$ cat config.mk
export PLATFORM = sky130hd
export DESIGN_NAME = jt51_noise_monitor
export DESIGN_NICKNAME = d
export VERILOG_FILES = /design/src/rtl/jt51_noise_monitor.sv
export SDC_FILE = /design/constraint.sdc
export NUM_CORES = 1
export LEC_CHECK = 0
export ABC_CLOCK_PERIOD_IN_PS = 4900
export BUFFER_PORTS_ARGS = -buffer_cell sky130_fd_sc_hd__buf_4
export CORE_MARGIN = 10
export CORE_UTILIZATION = 50
export DETAILED_ROUTE_END_ITERATION = 10
export PLACE_DENSITY_LB_ADDON = 0.05
export SLEW_MARGIN = 20
export SYNTH_ARGS = -nofsm -noshare
export SYNTH_HDL_FRONTEND = slang
export SYNTH_SLANG_ARGS = --single-unit
$ cat constraint.sdc
create_clock -name i_clk -period 4.9 [get_ports i_clk]
set_clock_uncertainty 0.1 [all_clocks]
set_input_delay 0.98 -clock i_clk [delete_from_list [all_inputs] [get_ports i_clk]]
set_output_delay 0.98 -clock i_clk [all_outputs]
set_load 0.1 [all_outputs]
$ cat src/rtl/jt51_noise_monitor.sv
// JT51 noise-channel monitor: decodes attenuation/sign per operator-31 strobe and
// estimates NFRQ[4:1] from the shortest run of equal sign bits over a sample window.
module jt51_noise_monitor #(
    parameter int unsigned WINDOW = 256
) (
    input  logic        i_clk,
    input  logic        i_rst,
    input  logic        i_cen,
    input  logic        i_op31_no,
    input  logic [10:0] i_noise,
    output logic [9:0]  o_eg_out,
    output logic        o_sign_out,
    output logic        o_eg_valid,
    output logic [4:0]  o_run_min,
    output logic [3:0]  o_nfrq_est,
    output logic        o_est_valid,
    output logic        o_est_err
);

    typedef enum logic [1:0] {StIdle, StSync, StMeasure} state_t;

    localparam logic [15:0] WinLast = 16'(WINDOW - 1);

    state_t      r_state, w_state_next;
    logic        r_prev_sign, w_prev_sign_next;
    logic [7:0]  r_run_len, w_run_len_next;
    logic [15:0] r_win_cnt, w_win_cnt_next;
    logic [7:0]  r_min_acc, w_min_acc_next;
    logic [9:0]  r_eg_out, w_eg_out_next;
    logic        r_sign_out, w_sign_out_next;
    logic        r_eg_valid, w_eg_valid_next;
    logic [4:0]  r_run_min, w_run_min_next;
    logic [3:0]  r_nfrq_est, w_nfrq_est_next;
    logic        r_est_valid, w_est_valid_next;
    logic        r_est_err, w_est_err_next;

    logic        w_qual;
    logic        w_sign;
    logic        w_run_end;
    logic        w_win_end;
    logic [7:0]  w_min_upd;
    logic [4:0]  w_nfrq_diff;

    assign w_qual      = i_cen & i_op31_no;
    assign w_sign      = i_noise[10];
    assign w_run_end   = (w_sign != r_prev_sign);
    assign w_win_end   = (r_win_cnt == WinLast);
    // Minimum including the run that ends on this very sample.
    assign w_min_upd   = (w_run_end && (r_run_len < r_min_acc)) ? r_run_len : r_min_acc;
    assign w_nfrq_diff = 5'd16 - w_min_upd[4:0];

    always_comb begin
        w_state_next     = r_state;
        w_prev_sign_next = r_prev_sign;
        w_run_len_next   = r_run_len;
        w_win_cnt_next   = r_win_cnt;
        w_min_acc_next   = r_min_acc;
        w_eg_out_next    = r_eg_out;
        w_sign_out_next  = r_sign_out;
        w_eg_valid_next  = r_eg_valid;
        w_run_min_next   = r_run_min;
        w_nfrq_est_next  = r_nfrq_est;
        w_est_valid_next = 1'b0;
        w_est_err_next   = 1'b0;

        if (w_qual) begin
            w_sign_out_next  = w_sign;
            w_eg_out_next    = w_sign ? i_noise[9:0] : ~i_noise[9:0];
            w_eg_valid_next  = 1'b1;
            w_prev_sign_next = w_sign;

            unique case (r_state)
                StIdle: begin
                    w_state_next = StSync;
                end
                StSync: begin
                    if (w_run_end) begin
                        w_run_len_next = 8'd1;
                        w_win_cnt_next = 16'd0;
                        w_min_acc_next = 8'd255;
                        w_state_next   = StMeasure;
                    end
                end
                StMeasure: begin
                    if (w_run_end) begin
                        w_run_len_next = 8'd1;
                    end else if (r_run_len != 8'd255) begin
                        w_run_len_next = r_run_len + 8'd1;
                    end

                    if (w_win_end) begin
                        w_win_cnt_next = 16'd0;
                        w_min_acc_next = 8'd255;
                        if ((w_min_upd >= 8'd1) && (w_min_upd <= 8'd16)) begin
                            w_nfrq_est_next  = w_nfrq_diff[3:0];
                            w_run_min_next   = w_min_upd[4:0];
                            w_est_valid_next = 1'b1;
                        end else begin
                            w_run_min_next = (w_min_upd > 8'd31) ? 5'd31 : w_min_upd[4:0];
                            w_est_err_next = 1'b1;
                        end
                    end else begin
                        w_win_cnt_next = r_win_cnt + 16'd1;
                        w_min_acc_next = w_min_upd;
                    end
                end
                default: begin
                    w_state_next = StIdle;
                end
            endcase
        end
    end

    always_ff @(posedge i_clk) begin
        if (i_rst) begin
            r_state     <= StIdle;
            r_prev_sign <= 1'b0;
            r_run_len   <= 8'd0;
            r_win_cnt   <= 16'd0;
            r_min_acc   <= 8'd0;
            r_eg_out    <= 10'd0;
            r_sign_out  <= 1'b0;
            r_eg_valid  <= 1'b0;
            r_run_min   <= 5'd0;
            r_nfrq_est  <= 4'd0;
            r_est_valid <= 1'b0;
            r_est_err   <= 1'b0;
        end else begin
            r_state     <= w_state_next;
            r_prev_sign <= w_prev_sign_next;
            r_run_len   <= w_run_len_next;
            r_win_cnt   <= w_win_cnt_next;
            r_min_acc   <= w_min_acc_next;
            r_eg_out    <= w_eg_out_next;
            r_sign_out  <= w_sign_out_next;
            r_eg_valid  <= w_eg_valid_next;
            r_run_min   <= w_run_min_next;
            r_nfrq_est  <= w_nfrq_est_next;
            r_est_valid <= w_est_valid_next;
            r_est_err   <= w_est_err_next;
        end
    end

    assign o_eg_out    = r_eg_out;
    assign o_sign_out  = r_sign_out;
    assign o_eg_valid  = r_eg_valid;
    assign o_run_min   = r_run_min;
    assign o_nfrq_est  = r_nfrq_est;
    assign o_est_valid = r_est_valid;
    assign o_est_err   = r_est_err;

endmodule

## Word-level counts from Yosys, hierarchy flattened

Index checks and enable logic that the tools add are counted.

- Logic and storage cells: 58
- Register bits: 57

- $add $sub $neg: 3
- Equality and inequality tests: 7
- $lt $le $gt $ge: 4
- Bitwise gates (word level): 5
- Mux-type cells: 18
- Reduce and logical (&&, ||, !) cells: 10

Operator list:

| operator | number |
|---|---|
| 2-to-1 mux 8 bit | 6 |
| 2-to-1 mux 16 bit | 2 |
| case mux 16 bit (2 select lines) | 1 |
| case mux 8 bit (2 select lines) | 2 |
| adder 16 x 1 -> 16 bit (second input constant) | 1 |
| == test 16 x 8 -> 1 bit (second input constant) | 1 |
| 2-to-1 mux 10 bit | 1 |
| 2-to-1 mux 5 bit | 2 |
| NOT 10 bit | 1 |
| AND reduction 3 bit | 3 |
| adder 8 x 1 -> 8 bit (second input constant) | 1 |
| >= comparator 8 x 1 -> 1 bit (second input constant) | 1 |
| greater-than comparator 8 x 5 -> 1 bit (second input constant) | 1 |
| less-or-equal comparator 8 x 5 -> 1 bit (second input constant) | 1 |
| < comparator 8 bit | 1 |
| != test 8 bit (second input constant) | 1 |
| AND reduction 4 bit | 2 |
| case mux 2 bit (3 select lines) | 1 |
| OR reduction 4 bit | 1 |
| subtractor 1 x 4 -> 4 bit (first input constant) | 1 |
| != test 3 bit (second input constant) | 1 |
| NOT 1 bit | 3 |
| == test 2 x 1 -> 1 bit (second input constant) | 1 |
| == test 2 bit (second input constant) | 1 |
| other kinds (8) | 10 |

## Logic depth before layout (Yosys ltp)

Gate-level depths: netlist of run 1.

- Depth in word-level cells: 6
- Depth in mapped cells: 15
- Mapped depth without buffers: 14

## Worst setup path before layout of run 1

OpenSTA, ideal clock, no wires.

- Path type: flip-flop to flip-flop
- From: reg o_sign_out (netlist name)
- To: reg r_nfrq_est[0] (netlist: o_nfrq_est[0])
- Library setup time: 0.142 ns
- Setup slack: 0.947 ns
- Arrival: 3.711 ns
- Stages on the path, launching flop included: 14
- Period minus slack after synthesis: 3.953 ns
- Cell sequence: dfxtp_1 -> xnor2_2 -> nor2_1 -> o211a_1 -> buf_4 -> mux2i_1 -> inv_1 -> ha_1 -> or4b_2 -> o21ai_0 -> a21oi_1 -> mux2_2 -> a21oi_1 -> a211oi_1

RTL lines:

| item | line | RTL |
|---|---|---|
| end signal, assigned | 138 | `r_nfrq_est <= w_nfrq_est_next;` |
| end, declared | 33 | `logic [3:0] r_nfrq_est, w_nfrq_est_next;` |

## Final worst setup path of run 1

- From: reg r_run_len[2]
- To: reg r_nfrq_est[0] (netlist: o_nfrq_est[0])

- Cells in the longest elaborated chain, start to end: 6
- Elaborated cells between the ends (all ways): 8
- Those cells by class: 1 x add/sub; 3 x order compare; 1 x mux; 3 x reduce/logical

RTL lines:

| item | line | RTL |
|---|---|---|
| start, declared | 26 | `logic [7:0] r_run_len, w_run_len_next;` |
| start signal, assigned | 131 | `r_run_len <= w_run_len_next;` |
| < comparator 8 bit (*) | 49 | `assign w_min_upd = (w_run_end && (r_run_len < r_min_acc)) ? r_run_len : r_min_acc;` |
| logical AND 1 bit (*) | 49 |  |
| 2-to-1 mux 8 bit (*) | 49 |  |
| net w_min_upd[0] | 41 | `logic [7:0] w_min_upd;` |
| >= comparator 8 x 1 -> 1 bit / less-or-equal comparator 8 x 5 -> 1 bit (equally long branches) | 94 | `if ((w_min_upd >= 8'd1) && (w_min_upd <= 8'd16)) begin` |
| logical AND 1 bit | 94 |  |
| AND reduction 4 bit (no source line) | -- |  |

Mark *: on every way through the listed nets, which the timed path passes. The rest lies on a longest branch.
A chain may end at the register's enable or synchronous reset.

==> flow_metrics.env, run 1 <==
export IMPL_die_w_um=95.1
export IMPL_max_cap_violations=0
export IMPL_vias=2407
export IMPL_worst_r2r_cell_count=13
export IMPL_dp_hpwl_mm=4.47
export IMPL_core_region_area_mm2=0.00547
export IMPL_num_fill_cells=517
export IMPL_synth_warnings=0
export IMPL_layout_nets=399
export IMPL_synth_async_reset_ratio=0
export IMPL_critPathKind="reg -> reg"
export IMPL_grt_use_met2=0.215
export IMPL_antenna_found_initial=0
export IMPL_final_cells=448
export IMPL_cts_resized=0
export IMPL_period_needed_ns=4.21
export IMPL_synthDistinctLibCells=46
export IMPL_met1_usage=0.195
export IMPL_cts_buffer_depth=2
export IMPL_grt_max_degree=42
export IMPL_fmax_mhz=238
export IMPL_cp_endpoint="o_nfrq_est[0]"
export IMPL_htreeDepth=3
export IMPL_clk_pin_slew_ns=0.07
export IMPL_via_per_inst=5.37
export IMPL_critPathRequiredTime_ns=5.00
export IMPL_diodes=0
export IMPL_crit_path_start="r_run_len[2]"
export IMPL_grt_usage=0.146
export IMPL_cellLeakagePower_nw=1.30
export IMPL_ios=38
export IMPL_relSlewSlack=0.562
export IMPL_clockRootBuffer="clkbuf_8"
export IMPL_total_power_mw=1.04
export IMPL_die_y_um=95.1
export IMPL_end_kind="register"
export IMPL_wl_per_cell_um=13.9
export IMPL_std_cell_rows=27
export IMPL_syn_to_final_growth_pct=18.6
export IMPL_clock_sinks=57
export IMPL_numCtsBuffers=9
export IMPL_reg2reg_setup_slack_ns=0.69
export IMPL_start_util=0.515
export IMPL_dp_cells=433
export IMPL_hp_class="reg -> reg"
export IMPL_final_setup_viol_count=0
export IMPL_routed_wl_mm=6.23
export IMPL_grt_pass1_wl_mm=10.7
export IMPL_cts_tree="yes"
export IMPL_drive_gt1_frac=0.162
export IMPL_rsz0062_at_grt="false"
export IMPL_port_buffers=37
export IMPL_netlist_area_leader_share=0.405
export IMPL_ys_seq_area_frac=0.405
export IMPL_timing_rr_start="r_run_len[2]"
export IMPL_grtUsageMet3=0.0393
export IMPL_status="finished, final reports clean"
export IMPL_powerDensity_mw_per_mm2=311
export IMPL_r2r_end="o_nfrq_est[0]"
export IMPL_holdBufCountCts=0
export IMPL_drt_initial_drc_count=90
export IMPL_synth_ff_type="dfxtp_1"
export IMPL_start_kind="register"
export IMPL_synth_largest_area_cell="dfxtp_1"
export IMPL_ant_nets=0
export IMPL_gr_total_overflow=0
export IMPL_cts_setup_buffers=0
export IMPL_layout_commonest_cell="nor2_1"
export IMPL_fin_crit_sh=0.859
export IMPL_drv_slew=0
export IMPL_clock_latency_ns=0.34
export IMPL_synth_seq_cells=57
export IMPL_synth_area_mm2=0.00282
export IMPL_cp_data_arrival_time_ns=4.30
export IMPL_grt_busiest_layer="met2"
export IMPL_grt_pass1_vias=2315
export IMPL_worstMarginPinSlew_ns=0.655
export IMPL_syn_nets=362
export IMPL_fin_tns_setup_ns=0
export IMPL_syn_area_per_cell_um2=8.41
export IMPL_mostFrequentLayoutCells="nor2_1, dfxtp_1, buf_4"
export IMPL_routabilityCongestion=0.804
export IMPL_synth_edf_count=0
export IMPL_vdd_drop_max_v=0.000181
export IMPL_synthCells=335
export IMPL_dr_pass1_iters=4
export IMPL_synth_area_leaders="dfxtp_1, nor2_1, a21oi_1, ha_1, xor2_1"
export IMPL_finalHoldViolCount=0
export IMPL_die_area_mm2=0.00904
export IMPL_drc=0
export IMPL_worstPathMaxFanout=12
[worst min path at each step]
stage	start	endpoint	slack (ns)	cells after the start
after CTS	o_eg_valid	o_eg_valid	0.38	2
after global placement	o_eg_valid	o_eg_valid	0.36	2
final	o_eg_valid	o_eg_valid	0.38	2
after detailed placement	o_eg_valid	o_eg_valid	0.37	2
after global routing	o_eg_out[8]	o_eg_out[8]	0.42	2
after floorplan	r_win_cnt[10]	r_win_cnt[10]	0.36	2
[per-stage QoR]
stage	cell area [um^2]	utilization	setup WS (ns)	hold WS, ns
2_1_floorplan	2820	-	0.947	0.363
3_3_place_gp	3150	0.575	0.543	0.362
3_5_place_dp	3150	0.575	0.456	0.368
4_1_cts	3340	0.610	0.700	0.384
5_1_grt	3340	0.610	0.321	0.420
6_report	3340	0.610	0.692	0.376
[power breakdown]
group	internal, mW	total, mW	leakage [nW]	switching (mW)
combinational	0.0384	0.122	0.735	0.0832
clock	0.258	0.441	0.102	0.183
sequential	0.471	0.478	0.461	0.00613
[final cells by class]
cell class	count	area, um^2	share of cell area
Clock buffer	12	155	0.0464
Clock inverter	3	40.0	0.0120
Inverter	13	48.8	0.0146
Multi-Input combinational cell	252	1570	0.471
Sequential cell	57	1140	0.342
Tap cell	72	90.1	0.0270
Timing Repair Buffer	39	293	0.0876
[cells in the mapped netlist, types with 2 or more instances]
master,number
nand4_1,5
a21o_1,3
xnor2_1,11
nor3_2,3
mux2i_1,8
buf_1,2
nor2_1,64
nor3_1,12
o22ai_1,6
clkbuf_1,8
nor4_1,2
and3_1,2
dfxtp_1,57
o21a_1,2
buf_2,2
xor2_1,16
and2_1,2
a211oi_1,11
a211o_1,2
nand2_1,15
ha_1,12
nand3_1,9
or3_1,4
a21oi_1,31
o21ai_0,7
inv_1,13
nand4b_1,2
and4_1,4
nor2b_1,2
nand2b_1,2
[flip-flops by register name (all words and copies together) (netlist names), 2 cells and up]
name        count
o_eg_out       10
o_run_min       5
r_run_len       8
o_nfrq_est      4
r_min_acc       8
r_state         2
r_win_cnt      16
[worst max-delay path, cell delays in order (launching register included)]
cell,delay (ns)
dfxtp_1,0.50
ha_1,0.30
a211o_1,0.29
a31oi_1,0.15
o211a_1,0.49
mux2i_1,0.56
inv_1,0.10
ha_1,0.22
or4b_2,0.60
o21ai_0,0.15
a21oi_1,0.08
mux2_2,0.32
a21oi_1,0.16
a211oi_1,0.06
[cells by family (layout without fill, tap and decap cells)]
group / count (synthesis) / after routing / share of synthesized area
flip-flops: 57 / 57 / 0.405
buffers and inverters: 26 / 67 / 0.0369
AO/OA/AOI/OAI: 72 / 72 / 0.159
XOR/XNOR: 28 / 28 / 0.0897
adder cells (fa/ha/maj): 12 / 12 / 0.0533
AND/OR/NAND/NOR: 131 / 131 / 0.224
multiplexers: 9 / 9 / 0.0324
[routing by layer]
metal | vias to the layer above | wire [um] | part of all wire
met5 | - | 0 | 0
li1 | 1255 | - | -
met4 | 0 | 110 | 0.018
met3 | 10 | 314 | 0.050
met2 | 44 | 2740 | 0.44
met1 | 1098 | 3070 | 0.49
Note: power is estimated with default switching activity, not from simulation.
==> inputs of run 2 (changes only) <==
PLACE_DENSITY = 0.81   (was not set)
PLACE_DENSITY_LB_ADDON = not set   (was 0.05)
==> run 2 against run 1 <==
Compared with the run above: non-clock buffer count shrank 1; routed wire length shrank 2.8%; register-to-register slack is essentially flat; maximum frequency grew 0.10%; final area grew 1.2%; global-route usage shrank 0.40 points; clock power grew 21%; critical endpoint is now o_nfrq_est[3]; utilization grew 0.73 points; sequential power is essentially flat; clock-buffer cell count shrank 2; worst hold slack lost 0.00087 ns.
==> flow_metrics.env, run 2 (same netlist as run 1, synthesis figures left out) <==
export IMPL_start_kind="register"
export IMPL_layout_commonest_cell="nor2_1"
export IMPL_cp_data_arrival_time_ns=4.31
export IMPL_crit_path_start="r_run_len[2]"
export IMPL_fmax_mhz=238
export IMPL_die_y_um=95.1
export IMPL_dp_hpwl_mm=4.32
export IMPL_vias=2450
export IMPL_clk_pin_slew_ns=0.07
export IMPL_largest_register_ffs=16
export IMPL_worstPathMaxFanout=12
export IMPL_internal_power_mw=0.858
export IMPL_cts_buffer_depth=2
export IMPL_max_cap_violations=0
export IMPL_mostFrequentLayoutCells="nor2_1, dfxtp_1, buf_4"
export IMPL_swShare=0.242
export IMPL_period_needed_ns=4.20
export IMPL_fin_tns_setup_ns=0
export IMPL_port_buffers=37
export IMPL_ios=38
export IMPL_switchingPower_mw=0.274
export IMPL_dr_pass1_iters=4
export IMPL_drc=0
export IMPL_cts_tree="yes"
export IMPL_r2r_end="o_nfrq_est[3]"
export IMPL_hold_ws_ns=0.375
export IMPL_cellLeakagePower_nw=1.32
export IMPL_clkPwrFrac=0.470
export IMPL_wl_per_cell_um=13.5
export IMPL_regMostFlops="r_win_cnt"
export IMPL_fin_crit_sh=0.858
export IMPL_drv_slew=0
export IMPL_rsz0062_at_grt="false"
export IMPL_final_setup_viol_count=0
export IMPL_grt_max_degree=42
export IMPL_routed_wl_mm=6.05
export IMPL_diodes=0
export IMPL_clockRootBuffer="clkbuf_8"
export IMPL_routabilityCongestion=0.850
export IMPL_grt_usage=0.142
export IMPL_grt_pass1_vias=2410
export IMPL_htreeDepth=3
export IMPL_reg2reg_setup_slack_ns=0.70
export IMPL_powerDensity_mw_per_mm2=335
export IMPL_start_util=0.515
export IMPL_layout_nets=398
export IMPL_cts_resized=0
export IMPL_critPathKind="reg -> reg"
export IMPL_drive_gt1_frac=0.165
export IMPL_die_area_mm2=0.00904
export IMPL_timing_rr_start="r_run_len[2]"
export IMPL_clock_latency_ns=0.34
export IMPL_hp_class="reg -> reg"
export IMPL_holdBufCountCts=0
export IMPL_end_kind="register"
export IMPL_pwr_share_seq=0.422
export IMPL_drt_initial_drc_count=141
export IMPL_worst_r2r_cell_count=13
export IMPL_cp_endpoint="o_nfrq_est[3]"
export IMPL_core_region_area_mm2=0.00547
export IMPL_relSlewSlack=0.562
export IMPL_die_w_um=95.1
export IMPL_numCtsBuffers=9
export IMPL_std_cell_rows=27
export IMPL_clock_sinks=57
export IMPL_antenna_found_initial=0
export IMPL_critPathRequiredTime_ns=5.01
export IMPL_status="finished, final reports clean"
export IMPL_cts_setup_buffers=0
export IMPL_via_per_inst=5.47
export IMPL_vdd_drop_max_v=0.000178
export IMPL_syn_to_final_growth_pct=20.0
export IMPL_ant_nets=0
export IMPL_grt_pass1_wl_mm=10.6
export IMPL_hp_start="o_eg_valid"
export IMPL_worstMarginPinSlew_ns=0.656
export IMPL_p_comb_frac=0.108
export IMPL_gr_total_overflow=0
export IMPL_finalHoldViolCount=0
[run 2: cell types whose count changed in the layout (fill, tap and decap cells not counted), sizes merged]
cell,before,now
bufinv,1,3
buf,39,38
clkinv,2,3
clkbuf,12,10
[run 2: critical path, stage by stage (launching register included)]
cell      delay (ns)
dfxtp_1         0.52
ha_1            0.31
a211o_1         0.29
a31oi_1         0.14
o211a_1         0.47
mux2i_1         0.54
inv_1           0.10
ha_1            0.22
or4b_2          0.60
o21ai_0         0.16
a21oi_1         0.07
mux2_2          0.32
a21oi_1         0.16
a211oi_1        0.07
[run 2: worst min-delay path by stage]
stage | end | slack (ns) | cells after the start
4_1_cts | o_eg_valid | 0.38 | 2
3_3_place_gp | o_eg_valid | 0.35 | 2
6_report | o_eg_valid | 0.38 | 2
2_1_floorplan | r_win_cnt[10] | 0.36 | 2
5_1_grt | o_eg_valid | 0.43 | 2
3_5_place_dp | o_eg_valid | 0.37 | 2
[run 2: per-stage QoR]
| step | total power, mW | area (um^2) | std cells | setup WS (ns) | utilization |
|---|---|---|---|---|---|
| after global placement | 0.608 | 3140 | 432 | 0.556 | 0.573 |
| after floorplan | 0.581 | 2820 | 335 | 0.947 | - |
| after CTS | 1.14 | 3380 | 448 | 0.718 | 0.618 |
| after global routing | 1.17 | 3380 | 448 | 0.339 | 0.618 |
| final | 1.13 | 3380 | 448 | 0.697 | 0.618 |
| after detailed placement | 0.610 | 3140 | 432 | 0.457 | 0.573 |
[run 2: power groups by stage]
stage                     clock network (mW)  logic, mW  registers [mW]
after floorplan                            0     0.0548           0.526
after global placement                     0      0.120           0.488
after detailed placement                   0      0.122           0.488
after CTS                              0.541      0.122           0.478
after global routing                   0.558      0.132           0.478
final                                  0.533      0.122           0.478
[run 2: cell type report]
cell class                 instances  area (um^2)
clock buffer                      10          138
sequential                        57         1140
fill                             467         2090
inverter                          13         48.8
clock inverter                     6          105
tap                               72         90.1
timing repair buffer              38          285
multi-input combinational        252         1570
[run 2: per-layer routing]
metal,share of wire,vias to the layer above,global-route usage
met5,0,-,0
met3,0.054,8,0.0432
met2,0.46,65,0.227
li1,-,1260,-
met1,0.47,1117,0.173
met4,0.017,0,0.0661
